## config.mk

```make
export PLATFORM = sky130hd
export DESIGN_NAME = kbd_matrix_scan_flat
export DESIGN_NICKNAME = d
export VERILOG_FILES = /design/src/rtl/kbd_matrix_scan_if.sv /design/src/rtl/kbd_matrix_scan.sv /design/src/flat_wrapper.sv
export SDC_FILE = /design/constraint.sdc
export NUM_CORES = 1
export LEC_CHECK = 0
export CAP_MARGIN = 25
export CORE_MARGIN = 5
export CORE_UTILIZATION = 47
export DETAILED_ROUTE_END_ITERATION = 10
export PLACE_DENSITY_LB_ADDON = 0.05
export SYNTH_ARGS = -nofsm -noshare
export SYNTH_HDL_FRONTEND = slang
export SYNTH_SLANG_ARGS = --single-unit
export TNS_END_PERCENT = 1
```

## constraint.sdc

```tcl
create_clock -name clk -period 1.58 [get_ports clk]
set_clock_uncertainty 0.05 [all_clocks]
set_input_delay 0.237 -clock clk [delete_from_list [all_inputs] [get_ports clk]]
set_output_delay 0.237 -clock clk [all_outputs]
set_load 0.005 [all_outputs]
```

## src/rtl/kbd_matrix_scan_if.sv

```systemverilog
// Ordered key-event stream from the matrix scanner to the keyboard mapper.
interface kbd_matrix_scan_if;
   logic [6:0] scancode;
   logic       trigger;
   logic       pressed;
   logic       scan_done;

   modport master (output scancode, trigger, pressed, scan_done);
   modport slave  (input  scancode, trigger, pressed, scan_done);
endinterface

```

## src/rtl/kbd_matrix_scan.sv

```systemverilog
// Keyboard matrix scanner: one-hot row drive, synchronized column capture, per-key state, ordered events.
// Define KBD_MATRIX_DEBOUNCE_EN for multi-scan debounce; when undefined each key follows its latest sample.
module kbd_matrix_scan #(
   parameter int NUM_ROWS       = 8,
   parameter int NUM_COLS       = 10,
   parameter int SETTLE_CYCLES  = 16,
   parameter int SCAN_GAP       = 64,
   parameter int DEBOUNCE_SCANS = 3
) (
   input  logic                clk,
   input  logic                reset,
   input  logic                scan_enable,
   input  logic [NUM_COLS-1:0] col_in,
   output logic [NUM_ROWS-1:0] row_oe,
   kbd_matrix_scan_if.master   evt
);
   localparam int NUM_KEYS = NUM_ROWS * NUM_COLS;
   localparam int KEY_W    = $clog2(NUM_KEYS);
   localparam int ROW_W    = (NUM_ROWS > 1) ? $clog2(NUM_ROWS) : 1;
   localparam int COL_W    = (NUM_COLS > 1) ? $clog2(NUM_COLS) : 1;
   localparam int SET_W    = $clog2(SETTLE_CYCLES);
   localparam int GAP_W    = (SCAN_GAP > 1) ? $clog2(SCAN_GAP) : 1;
   localparam logic [NUM_ROWS-1:0] ROW_ONE = NUM_ROWS'(1);

   generate
      if (NUM_KEYS > 128 || SETTLE_CYCLES < 3 || DEBOUNCE_SCANS < 1) begin : g_bad_params
         $error("kbd_matrix_scan: invalid parameter set");
      end
   endgenerate

   typedef enum logic [1:0] {ST_GAP, ST_DRIVE, ST_EMIT} state_t;

   state_t              state_reg;
   logic [NUM_COLS-1:0] col_meta_reg, col_sync_reg, col_latch_reg;
   logic [ROW_W-1:0]    row_reg;
   logic [COL_W-1:0]    col_reg;
   logic [KEY_W-1:0]    key_reg;
   logic [SET_W-1:0]    settle_reg;
   logic [GAP_W-1:0]    gap_reg;
   logic                done_pend_reg;
   logic [NUM_ROWS-1:0] row_oe_reg;
   logic [6:0]          scancode_reg;
   logic                trigger_reg, pressed_reg, scan_done_reg;

   logic [NUM_KEYS-1:0] stable_vec;
   logic                raw_bit, cur_state, flip, next_state, key_hit;

   always_ff @(posedge clk) begin
      if (reset) begin
         col_meta_reg <= '0;
         col_sync_reg <= '0;
      end else begin
         col_meta_reg <= col_in;
         col_sync_reg <= col_meta_reg;
      end
   end

   assign key_hit    = (state_reg == ST_EMIT);
   assign raw_bit    = col_latch_reg[col_reg];
   assign cur_state  = stable_vec[key_reg];
   // pressed always reports the key's state after this scan's update
   assign next_state = flip ? raw_bit : cur_state;

`ifdef KBD_MATRIX_DEBOUNCE_EN
   localparam int CNT_W = (DEBOUNCE_SCANS > 1) ? $clog2(DEBOUNCE_SCANS) : 1;
   logic [CNT_W-1:0] cnt_vec [NUM_KEYS];
   logic [CNT_W-1:0] cur_cnt, cnt_next;

   assign cur_cnt  = cnt_vec[key_reg];
   assign flip     = (raw_bit != cur_state) && (cur_cnt == CNT_W'(DEBOUNCE_SCANS - 1));
   // counts only while disagreeing and below threshold, so it never wraps
   assign cnt_next = ((raw_bit != cur_state) && !flip) ? cur_cnt + CNT_W'(1) : '0;
`else
   assign flip = (raw_bit != cur_state);
`endif

   genvar gi;
   generate
      for (gi = 0; gi < NUM_KEYS; gi++) begin : g_key
         logic stable_reg;
         always_ff @(posedge clk) begin
            if (reset)
               stable_reg <= 1'b0;
            else if (key_hit && key_reg == KEY_W'(gi))
               stable_reg <= next_state;
         end
         assign stable_vec[gi] = stable_reg;
`ifdef KBD_MATRIX_DEBOUNCE_EN
         logic [CNT_W-1:0] cnt_reg;
         always_ff @(posedge clk) begin
            if (reset)
               cnt_reg <= '0;
            else if (key_hit && key_reg == KEY_W'(gi))
               cnt_reg <= cnt_next;
         end
         assign cnt_vec[gi] = cnt_reg;
`endif
      end
   endgenerate

   always_ff @(posedge clk) begin
      if (reset) begin
         state_reg     <= ST_GAP;
         gap_reg       <= '0;
         settle_reg    <= '0;
         row_reg       <= '0;
         col_reg       <= '0;
         key_reg       <= '0;
         col_latch_reg <= '0;
         done_pend_reg <= 1'b0;
         row_oe_reg    <= '0;
         trigger_reg   <= 1'b0;
         scancode_reg  <= '0;
         pressed_reg   <= 1'b0;
         scan_done_reg <= 1'b0;
      end else begin
         row_oe_reg    <= '0;
         trigger_reg   <= 1'b0;
         scan_done_reg <= done_pend_reg;
         done_pend_reg <= 1'b0;
         case (state_reg)
            ST_GAP: begin
               if (gap_reg != '0) begin
                  gap_reg <= gap_reg - GAP_W'(1);
               end else if (scan_enable) begin
                  state_reg  <= ST_DRIVE;
                  row_reg    <= '0;
                  key_reg    <= '0;
                  settle_reg <= '0;
               end
            end
            ST_DRIVE: begin
               row_oe_reg <= ROW_ONE << row_reg;
               settle_reg <= settle_reg + SET_W'(1);
               if (settle_reg == SET_W'(SETTLE_CYCLES - 1)) begin
                  col_latch_reg <= ~col_sync_reg;
                  col_reg       <= '0;
                  state_reg     <= ST_EMIT;
               end
            end
            ST_EMIT: begin
               trigger_reg  <= 1'b1;
               scancode_reg <= 7'(key_reg);
               pressed_reg  <= next_state;
               key_reg      <= key_reg + KEY_W'(1);
               col_reg      <= col_reg + COL_W'(1);
               if (col_reg == COL_W'(NUM_COLS - 1)) begin
                  if (row_reg == ROW_W'(NUM_ROWS - 1)) begin
                     state_reg     <= ST_GAP;
                     gap_reg       <= GAP_W'(SCAN_GAP - 1);
                     key_reg       <= '0;
                     done_pend_reg <= 1'b1;
                  end else begin
                     row_reg    <= row_reg + ROW_W'(1);
                     settle_reg <= '0;
                     state_reg  <= ST_DRIVE;
                  end
               end
            end
            default: state_reg <= ST_GAP;
         endcase
      end
   end

   assign row_oe        = row_oe_reg;
   assign evt.scancode  = scancode_reg;
   assign evt.trigger   = trigger_reg;
   assign evt.pressed   = pressed_reg;
   assign evt.scan_done = scan_done_reg;
endmodule

```

## src/flat_wrapper.sv

```systemverilog
// flat-port wrapper written by rule: the top's interface ports become plain ports
module kbd_matrix_scan_flat 
#(
   parameter int NUM_ROWS       = 8,
   parameter int NUM_COLS       = 10,
   parameter int SETTLE_CYCLES  = 16,
   parameter int SCAN_GAP       = 64,
   parameter int DEBOUNCE_SCANS = 3
)
  (clk, reset, scan_enable, col_in, row_oe, evt_scancode, evt_trigger, evt_pressed, evt_scan_done);
  kbd_matrix_scan_if evt_i ();
  input  logic clk;
  input  logic reset;
  input  logic scan_enable;
  input  logic [NUM_COLS-1:0] col_in;
  output logic [NUM_ROWS-1:0] row_oe;
  output wire logic [$bits(evt_i.scancode)-1:0] evt_scancode;
  output wire logic [$bits(evt_i.trigger)-1:0] evt_trigger;
  output wire logic [$bits(evt_i.pressed)-1:0] evt_pressed;
  output wire logic [$bits(evt_i.scan_done)-1:0] evt_scan_done;
  assign evt_scancode = evt_i.scancode;
  assign evt_trigger = evt_i.trigger;
  assign evt_pressed = evt_i.pressed;
  assign evt_scan_done = evt_i.scan_done;
  kbd_matrix_scan #(.NUM_ROWS(NUM_ROWS), .NUM_COLS(NUM_COLS), .SETTLE_CYCLES(SETTLE_CYCLES), .SCAN_GAP(SCAN_GAP), .DEBOUNCE_SCANS(DEBOUNCE_SCANS)) u_core (.clk(clk), .reset(reset), .scan_enable(scan_enable), .col_in(col_in), .row_oe(row_oe), .evt(evt_i));
endmodule
```

# --- After elaboration in Yosys (flattened, before gate mapping) ---
# Cells that the tools add are included.
classes:
  reduce_logical: 95
  addsub: 5
  bitwise: 4
  mul: 0
  n_lt_le_gt_ge: 2
  n_eq_ne: 92
  n_mux: 34
  n_shift: 1
  div: 0
ops:
  columns: ["op", "n"]
  rows:
  - ["$eq A7 B6 Y1 const B", 32]
  - ["$eq A7 B5 Y1 const B", 16]
  - ["$eq A7 B7 Y1 const B", 16]
  - ["$logic_and A1 B1 Y1", 80]
  - ["$eq A7 B4 Y1 const B", 8]
  - ["$eq A7 B3 Y1 const B", 4]
  - ["$mux W7", 4]
  - ["$mux W4", 5]
  - ["$mux W6", 3]
  - ["$eq A7 B2 Y1 const B", 2]
  - ["$pmux W7 S2", 1]
  - ["$mux W3", 4]
  - ["$pmux W4 S3", 1]
  - ["$pmux W6 S2", 1]
  - ["$ne A2 B2 Y1 const B", 5]
  - ["$not A10 Y10", 1]
  - ["$reduce_and A5 Y1", 2]
  - ["$add A4 B1 Y4 const B", 2]
  - ["$eq A4 B4 Y1 const B", 2]
  - ["$lt A7 B8 Y1 const B", 1]
  - ["$mux W2", 4]
  - ["$pmux W4 S2", 1]
  - ["$reduce_and A4 Y1", 2]
  - ["$shl A1 B3 Y8 const A", 1]
  - ["other kinds (25)", 35]
word_totals:
  reg_bits: 155
  latch_bits: 0
  elab_cells: 328
  n_memories: 0
  rom_bits: 0
  mem_bits_rw: 0
  inputBits: 13
  output_inout_bits: 18

# --- Longest topological paths before layout ---
# Gate-level depths: netlist of run 1.
logic_depth:
  ltp_word: 4
  depth_mapped: 7

# --- Worst setup path before layout of run 1 ---
# OpenSTA, ideal clock, no wires.
synth_path:
  path_type: "register -> register"
  startpoint: "register u_core.row_reg[0]"
  endpoint: "register u_core.settle_reg[3]"
  arrival_time_ps: 1597
  required_ps: 1458
  stages_incl_launch_ff: 7
  synth_period_minus_slack_ps: 1718
  setup_slack_ps: -138
  setup_time_ps: 72
  cell_sequence: "dfxtp_1 -> ha_1 -> ha_1 -> or3_1 -> buf_2 -> a31oi_2 -> mux2i_1"
synth_between:
  elab_chain_cells: 3
synth_lines:
  columns: ["element", "line", "rtl"]
  rows:
  - ["start, declared", "kbd_matrix_scan.sv:35", "logic [ROW_W-1:0] row_reg;"]
  - ["start signal, assigned", "kbd_matrix_scan.sv:154", "row_reg <= row_reg + ROW_W'(1);"]
  - ["$eq A3 B3 Y1", "kbd_matrix_scan.sv:148", "if (row_reg == ROW_W'(NUM_ROWS - 1)) begin"]
  - ["$ne A2 B2 Y1 (no line)", null, null]
  - ["$reduce_and A5 Y1 (no line)", null, null]
  - ["end signal, assigned", "kbd_matrix_scan.sv:134", "settle_reg <= settle_reg + SET_W'(1);"]
  - ["end, declared", "kbd_matrix_scan.sv:38", "logic [SET_W-1:0] settle_reg;"]
# No other way between the ends.
# A chain may end at the register's enable or synchronous reset.

# --- Worst setup path after layout of run 1 ---
layout_path:
  startpoint: "register u_core.row_reg[1]"
  endpoint: "register u_core.gap_reg[2]"
layout_between:
  elab_chain_cells: 3
layout_lines:
  columns: ["element", "line", "rtl"]
  rows:
  - ["$eq A3 B3 Y1", "kbd_matrix_scan.sv:148", null]
  - ["$ne A2 B2 Y1 (no line)", null, null]
  - ["$reduce_and A4 Y1 (no line)", null, null]
  - ["end signal, assigned", "kbd_matrix_scan.sv:124", "gap_reg <= gap_reg - GAP_W'(1);"]
  - ["end signal, assigned", "kbd_matrix_scan.sv:150", "gap_reg <= GAP_W'(SCAN_GAP - 1);"]
  - ["end, declared", "kbd_matrix_scan.sv:39", "logic [GAP_W-1:0] gap_reg;"]
# No other way between the ends.

==> results of run 1 <==
==> critical path, stage by stage, from the launching register on <==
cell      delay (ns)
dfxtp_2         0.36
ha_4            0.15
ha_4            0.14
nand4b_1        0.13
buf_4           0.17
nor2_4          0.10
a211oi_1        0.06
a311oi_1        0.29
==> placed cells by master, fill, tap and decap left out, drive strengths merged, types with 5 or more instances in the layout <==
| cell | synthesis | routed |
|---|---|---|
| dfxtp | 75 | 75 |
| buf | 15 | 31 |
| clkdlybuf4s50 | 0 | 29 |
| nand2 | 28 | 28 |
| nor2 | 25 | 25 |
| nor2b | 24 | 24 |
| a21oi | 20 | 20 |
| a211oi | 15 | 15 |
| ha | 12 | 12 |
| clkbuf | 18 | 11 |
| and2 | 10 | 10 |
| nand3 | 9 | 9 |
| inv | 7 | 7 |
| nand2b | 7 | 7 |
| nor3 | 7 | 7 |
| a311oi | 7 | 7 |
| a31oi | 5 | 5 |
==> per-stage QoR <==
stage	worst slack [ns]	std cells	TNS (ns)	cell area, µm²
after global routing	-0.0571	438	-0.353	3810
after CTS	0.000874	436	0	3750
after floorplan	-0.0256	319	-0.0474	3070
after global placement	-0.0370	421	-0.185	3510
final	0.0182	438	0	3810
after detailed placement	-0.0941	421	-0.568	3510
==> worst paths after layout <==
| path | slack [ns] | endpoint | cells past startpoint | from |
|---|---|---|---|---|
| worst max-delay path | 0.02 | u_core.gap_reg[2]$_SDFFE_PP0P_ | 7 | u_core.row_reg[1]$_SDFFE_PP0P_ |
| worst min-delay path | 0.21 | u_core.settle_reg[3]$_SDFFE_PP0P_ | 3 | reset |
| worst max register to register | 0.02 | u_core.gap_reg[2]$_SDFFE_PP0P_ | 7 | u_core.row_reg[1]$_SDFFE_PP0P_ |
| worst min register to register | 0.36 | u_core.col_latch_reg[6]$_SDFFE_PP0P_ | 1 | u_core.col_sync_reg[6]$_SDFF_PP0_ |
==> synth_stat cells (2+ instances only) <==
cell type and instances:
a211oi_1 14, a21oi_1 20, a311oi_1 7, a31oi_1 4, a41oi_1 3, and2_1 10
and3_1 2, buf_2 11, buf_6 2, clkbuf_1 18, dfxtp_1 75, ha_1 12
inv_1 7, mux2_2 2, mux2i_1 3, nand2_1 28, nand2b_1 6, nand3_1 9
nand4_1 2, nand4b_1 3, nor2_1 25, nor2b_1 24, nor3_1 6, o21ai_0 3
or2_2 2, xnor2_1 2, xor2_1 2
==> cell type report <==
class / count / area (µm²) / share of cell area, %
inverter: 7 / 26.3 / 0.689
clock inverter: 4 / 76.3 / 2.00
clock buffer: 11 / 131 / 3.45
multi-input combinational: 204 / 1440 / 37.7
sequential: 75 / 1510 / 39.6
timing repair buffer: 60 / 537 / 14.1
tap: 77 / 96.3 / 2.53
==> cell families (layout without fill, tap and decap cells) <==
family / after synthesis / in the layout / synth area share, %
XOR/XNOR: 4 / 4 / 1.15
AO/OA/AOI/OAI: 56 / 56 / 13.2
AND/OR/NAND/NOR: 126 / 126 / 22.8
buffers and inverters: 40 / 82 / 6.02
multiplexers: 6 / 6 / 2.47
adder cells (fa/ha/maj): 12 / 12 / 4.95
flip-flops: 75 / 75 / 49.5
==> what timing repair did <==
action,4_1_cts,5_1_grt
pin swaps,3,9
hold buffers,0,0
hold endpoints to repair,0,0
endpoints found under the setup margin,17,29
gates resized for setup,10,15
gates cloned,0,2
==> power breakdown <==
| group | internal (µW) | switching [µW] |
|---|---|---|
| Sequential | 2010 | 87.3 |
| Combinational | 532 | 498 |
| Clock | 885 | 674 |
==> routing by layer <==
| layer | track usage, % | vias to the layer above | wire length [µm] |
|---|---|---|---|
| li1 | - | 1156 | - |
| met4 | 7.82 | 0 | 107 |
| met5 | 0 | - | 0 |
| met3 | 3.25 | 13 | 273 |
| met2 | 21.9 | 47 | 2610 |
| met1 | 17.9 | 1055 | 2800 |
==> out/metrics.csv, run 1 <==
stage,metric,value,unit
outcome,outcome,finished clean,
yosys,synth_ff_type,dfxtp_1,
placement,io_buffer_count,30,
global_routing,grt_pass1_wl,9.44,mm
detailed_routing,drc,0,
clock_network,cts_tree,built,
detailed_routing,finalWirelength,5.79,mm
detailed_routing,viasPerCell,5.18,
yosys,yosysUniqueCellTypes,44,
power,p_leak,0.00136,µW
yosys,ys_ff_latch,75,
yosys,synth_area_leader_cell,dfxtp_1,
timing,period_minus_slack,1.56,ns
yosys,synthDominantCellAreaShare,49.5,%
finish,antennaDiodeCount,0,
clock_network,clock_path_buffers,2,
clock_network,clock-sinks,75,
min_path,hp-class,in -> reg,
clock_network,cts-htree-levels,3,
global_routing,grt_pass1_vias,2123,
finish,area_growth,25.6,%
global_routing,antenna_found_initial,0,
finish,drive_gt1_share,21.1,%
flow_run,cap_violations,0,
global_routing,grt_use_total,14.1,%
global_routing,grt_start_max_net_pins,46,
yosys,synthTopCellsByArea,"dfxtp_1 (49%), ha_1 (4.9%), nor2b_1 (4.9%)",
worst_setup_path,crit_arrival,1.75,ns
yosys,yosys_warnings,0,
yosys,ys_seq_area_share,49.5,%
worst_setup_path,required,1.77,ns
placement,dp_hpwl,3.73,mm
timing,whs,0.210,ns
detailed_routing,ant_nets,0,
power,power,4690,µW
clock_network,clk_pin_slew,0.07,ns
yosys,synth-edff-count,0,
timing,worst-slew-pin-transition,0.445,ns
floorplan,rows,29,
placement,gp_congestion,0.775,
clock_network,cts_root_buffer,clkbuf_8,
worst_setup_path,cp_max_fo,3,
yosys,synth_area,3030,µm²
detailed_routing,drt-wirelength-per-cell,13.2,µm
floorplan,initial_core_util,48.1,%
yosys,avgSynthCellArea,9.51,µm²
timing,fin_crit_sh,98.8,%
yosys,synthCells,319,
finish,nNetsFinal,382,
detailed_routing,vias,2271,
timing,slew_headroom,70.3,%
power,peakVddDrop,0.000778,V
clock_network,post_cts_buffers,0,
floorplan,die_h,90.3,µm
worst_setup_path,start_kind,flip-flop,
clock_network,clk_latency,0.35,ns
timing,finalSetupViolations,0,
timing,slew_viol_final,0,
floorplan,coreArea,6310,µm²
detailed_routing,drtIter0Drc,86,
detailed_routing,dr.pass1.iters,4,
timing,fmax,640,MHz
finish,fin_util,60.4,%
timing,hold_viol_final,0,
worst_setup_path,path_class,reg -> reg,
power,power_density,1230,nW/µm²
floorplan,dieArea,8160,µm²
worst_setup_path,worstSetupEndpointType,flip-flop,
floorplan,ios,31,
timing,rsz0062_at_grt,true,
finish,fill_cells,569,
yosys,synthesis.nets,344,
clock_network,cts_buffers,9,
yosys,postSynth.asyncResetShare,0,%
global_routing,overflow,0,
floorplan,die_w,90.3,µm
No activity file was read; power rests on OpenSTA's default activity.
==> run 2: changes to the inputs <==
--- a/config.mk
+++ b/config.mk
@@ -9,6 +9,7 @@
 export CORE_MARGIN = 5
 export CORE_UTILIZATION = 47
 export DETAILED_ROUTE_END_ITERATION = 10
+export GPL_TIMING_DRIVEN = 0
 export PLACE_DENSITY_LB_ADDON = 0.05
 export SYNTH_ARGS = -nofsm -noshare
 export SYNTH_HDL_FRONTEND = slang
==> run 2 against run 1 <==
  * The flow now finishes with violations (setup timing)
  * Clock-buffer cell count rose by 1
  * Wire length increased by 6.2%
  * Global-route usage up 2.1 points
  * Maximum frequency fell by 4.6%
  * Critical path depth shrank 1
  * Total power is 2.3% lower
  * Setup slack got worse by 0.076 ns
  * Utilization rose by 1.2 points
  * Critical path type unchanged
  * Critical endpoint is now u_core.settle_reg[3]$_SDFFE_PP0P_
  * Highest routed layer unchanged
==> out/metrics.csv, run 2 (synthesis gave the netlist of run 1 again) <==
stage,metric,value,unit,change
power,p_int,3270,µW,was 3430 µW
power,p_leak,0.00137,µW,was 0.00136 µW
timing,fmax,611,MHz,was 640 MHz
min_path,hp-class,reg -> reg,,was in -> reg
global_routing,antenna_found_initial,0,,unchanged
timing,fin_ws,-0.0576,ns,was 0.0182 ns
power,combPwrFrac,20.4,%,was 22.0%
detailed_routing,viasPerCell,5.14,,was 5.18
finish,final_common_cell,dfxtp_1,,unchanged
power,p_clk_share,32.9,%,was 33.2%
finish,nNetsFinal,395,,was 382
timing,finalSetupViolations,7,,was 0
timing,hold_viol_final,0,,unchanged
power,power_density,1180,nW/µm²,was 1230 nW/µm²
detailed_routing,drt-wirelength-per-cell,13.6,µm,was 13.2 µm
worst_setup_path,worstSetupEndpointType,flip-flop,,unchanged
floorplan,die_h,90.3,µm,unchanged
timing,fin_crit_sh,104,%,was 98.8%
placement,dp_hpwl,4.15,mm,was 3.73 mm
placement,placed_cell_area,3470,µm²,was 3510 µm²
global_routing,overflow,0,,unchanged
finish,stdcell_count,451,,was 438
floorplan,rows,29,,unchanged
placement,post-place-cells,426,,was 421
timing,rsz0062_at_grt,true,,unchanged
floorplan,die_w,90.3,µm,unchanged
floorplan,ios,31,,unchanged
clock_network,cts.hold.buffers_added,0,,unchanged
clock_network,cts-htree-levels,3,,unchanged
placement,gp_congestion,0.775,,about the same
power,seqPwrFrac,46.7,%,was 44.8%
placement,io_buffer_count,30,,unchanged
timing,worst-slew-pin-transition,0.538,ns,was 0.445 ns
power,swShare,28.6,%,was 26.9%
detailed_routing,vias,2317,,was 2271
finish,final_cell_mix,"dfxtp_1 (67), clkdlybuf4s50_1 (30), nand2_1 (27)",,"was dfxtp_1 (69), clkdlybuf4s50_1 (29), nand2_1 (28)"
clock_network,cts_tree,built,,unchanged
finish,drive_gt1_share,22.5,%,was 21.1%
clock_network,cts_buffers,9,,unchanged
timing,period_minus_slack,1.64,ns,was 1.56 ns
floorplan,dieArea,8160,µm²,unchanged
global_routing,grt_pass1_vias,2308,,was 2123
global_routing,grt_pass1_wl,10.7,mm,was 9.44 mm
detailed_routing,drc,0,,unchanged
detailed_routing,drtIter0Drc,100,,was 86
global_routing,grt_start_max_net_pins,13,,was 46
floorplan,initial_core_util,48.1,%,unchanged
outcome,failed_checks,setup timing,,
clock_network,cts_root_buffer,clkbuf_8,,unchanged
timing,slew_headroom,64.1,%,was 70.3%
power,peakVddDrop,0.000654,V,was 0.000778 V
worst_setup_path,path_class,reg -> reg,,unchanged
finish,finish.instance_area,3890,µm²,was 3810 µm²
worst_setup_path,required,1.81,ns,was 1.77 ns
floorplan,coreArea,6310,µm²,unchanged
clock_network,clock_path_buffers,2,,unchanged
finish,fill_cells,568,,was 569
worst_setup_path,cp_max_fo,6,,was 3
flow_run,cap_violations,0,,unchanged
power,power.net_switching,1310,µW,was 1260 µW
clock_network,clk_latency,0.35,ns,about the same
detailed_routing,ant_nets,0,,unchanged
outcome,outcome,"finished, violations left",,was finished clean
detailed_routing,finalWirelength,6.15,mm,was 5.79 mm
worst_setup_path,start_kind,flip-flop,,unchanged
worst_setup_path,crit_arrival,1.87,ns,was 1.75 ns
clock_network,clk_pin_slew,0.08,ns,was 0.07 ns
finish,area_growth,28.2,%,was 25.6%
detailed_routing,dr.pass1.iters,4,,unchanged
global_routing,grt_use_total,16.2,%,was 14.1%
finish,antennaDiodeCount,0,,unchanged
clock_network,clock-sinks,75,,unchanged
timing,slew_viol_final,0,,unchanged
==> run 2: metrics by stage <==
step / total power, µW / TNS, ns / util, % / worst slack (ns) / hold slack (ns)
6_report: 4580 / -0.164 / 61.6 / -0.0576 / 0.358
5_1_grt: 4830 / -1.20 / 61.6 / -0.0975 / 0.370
4_1_cts: 4520 / -0.242 / 60.3 / -0.0851 / 0.360
3_5_place_dp: 2940 / -14.32 / 54.9 / -0.598 / 0.347
3_3_place_gp: 2910 / -14.50 / 54.9 / -0.601 / 0.344
2_1_floorplan: 2740 / -0.0474 / - / -0.0256 / 0.315
==> run 2: final cells by class <==
cell class,count,area (µm²),share of cell area (%)
Inverter,7,28.8,0.740
Tap cell,77,96.3,2.48
Sequential cell,75,1520,39.2
Buffer,29,155,3.99
Timing Repair Buffer,44,405,10.4
Clock buffer,12,155,3.99
Clock inverter,3,46.3,1.19
Multi-Input combinational cell,204,1480,38.0
==> run 2: per-layer routing <==
| metal | part of all wire [%] | global-route usage, % | up-vias |
|---|---|---|---|
| met5 | 0 | 0 | - |
| met4 | 1.9 | 7.82 | 0 |
| met3 | 4.2 | 4.42 | 10 |
| met2 | 46 | 25.6 | 38 |
| met1 | 48 | 20.3 | 1089 |
| li1 | - | - | 1180 |
==> run 2: critical path, stage by stage, from the launching register on <==
cell and delay (ns):
dfxtp_4 0.36, ha_4 0.17, ha_4 0.16, or3_4 0.36, buf_6 0.14, a31oi_4 0.15
mux2i_1 0.18
==> run 2: power groups by stage <==
stage               clock [µW]  sequential, µW  combinational, µW
CTS                       1540            2130                843
global placement             0            2130                779
finish                    1510            2140                936
detailed placement           0            2140                800
floorplan                    0            2120                624
global route              1630            2160               1040
==> run 2: timing repair <==
item / in CTS / in global routing
endpoints found under the setup margin: 41 / 45
resized for setup: 26 / 18
pin swaps: 3 / 9
setup buffers: 11 / 3
==> run 2: path summary, 6_finish.rpt <==
kind | depth (start not counted) | slack (ns) | startpoint | endpoint
worst max register to register | 6 | -0.06 | u_core.row_reg[0]$_SDFFE_PP0P_ | u_core.settle_reg[3]$_SDFFE_PP0P_
worst min-delay path | 1 | 0.36 | u_core.col_sync_reg[4]$_SDFF_PP0_ | u_core.col_latch_reg[4]$_SDFFE_PP0P_
worst min register to register | 1 | 0.36 | u_core.col_sync_reg[4]$_SDFF_PP0_ | u_core.col_latch_reg[4]$_SDFFE_PP0P_
worst max-delay path | 6 | -0.06 | u_core.row_reg[0]$_SDFFE_PP0P_ | u_core.settle_reg[3]$_SDFFE_PP0P_
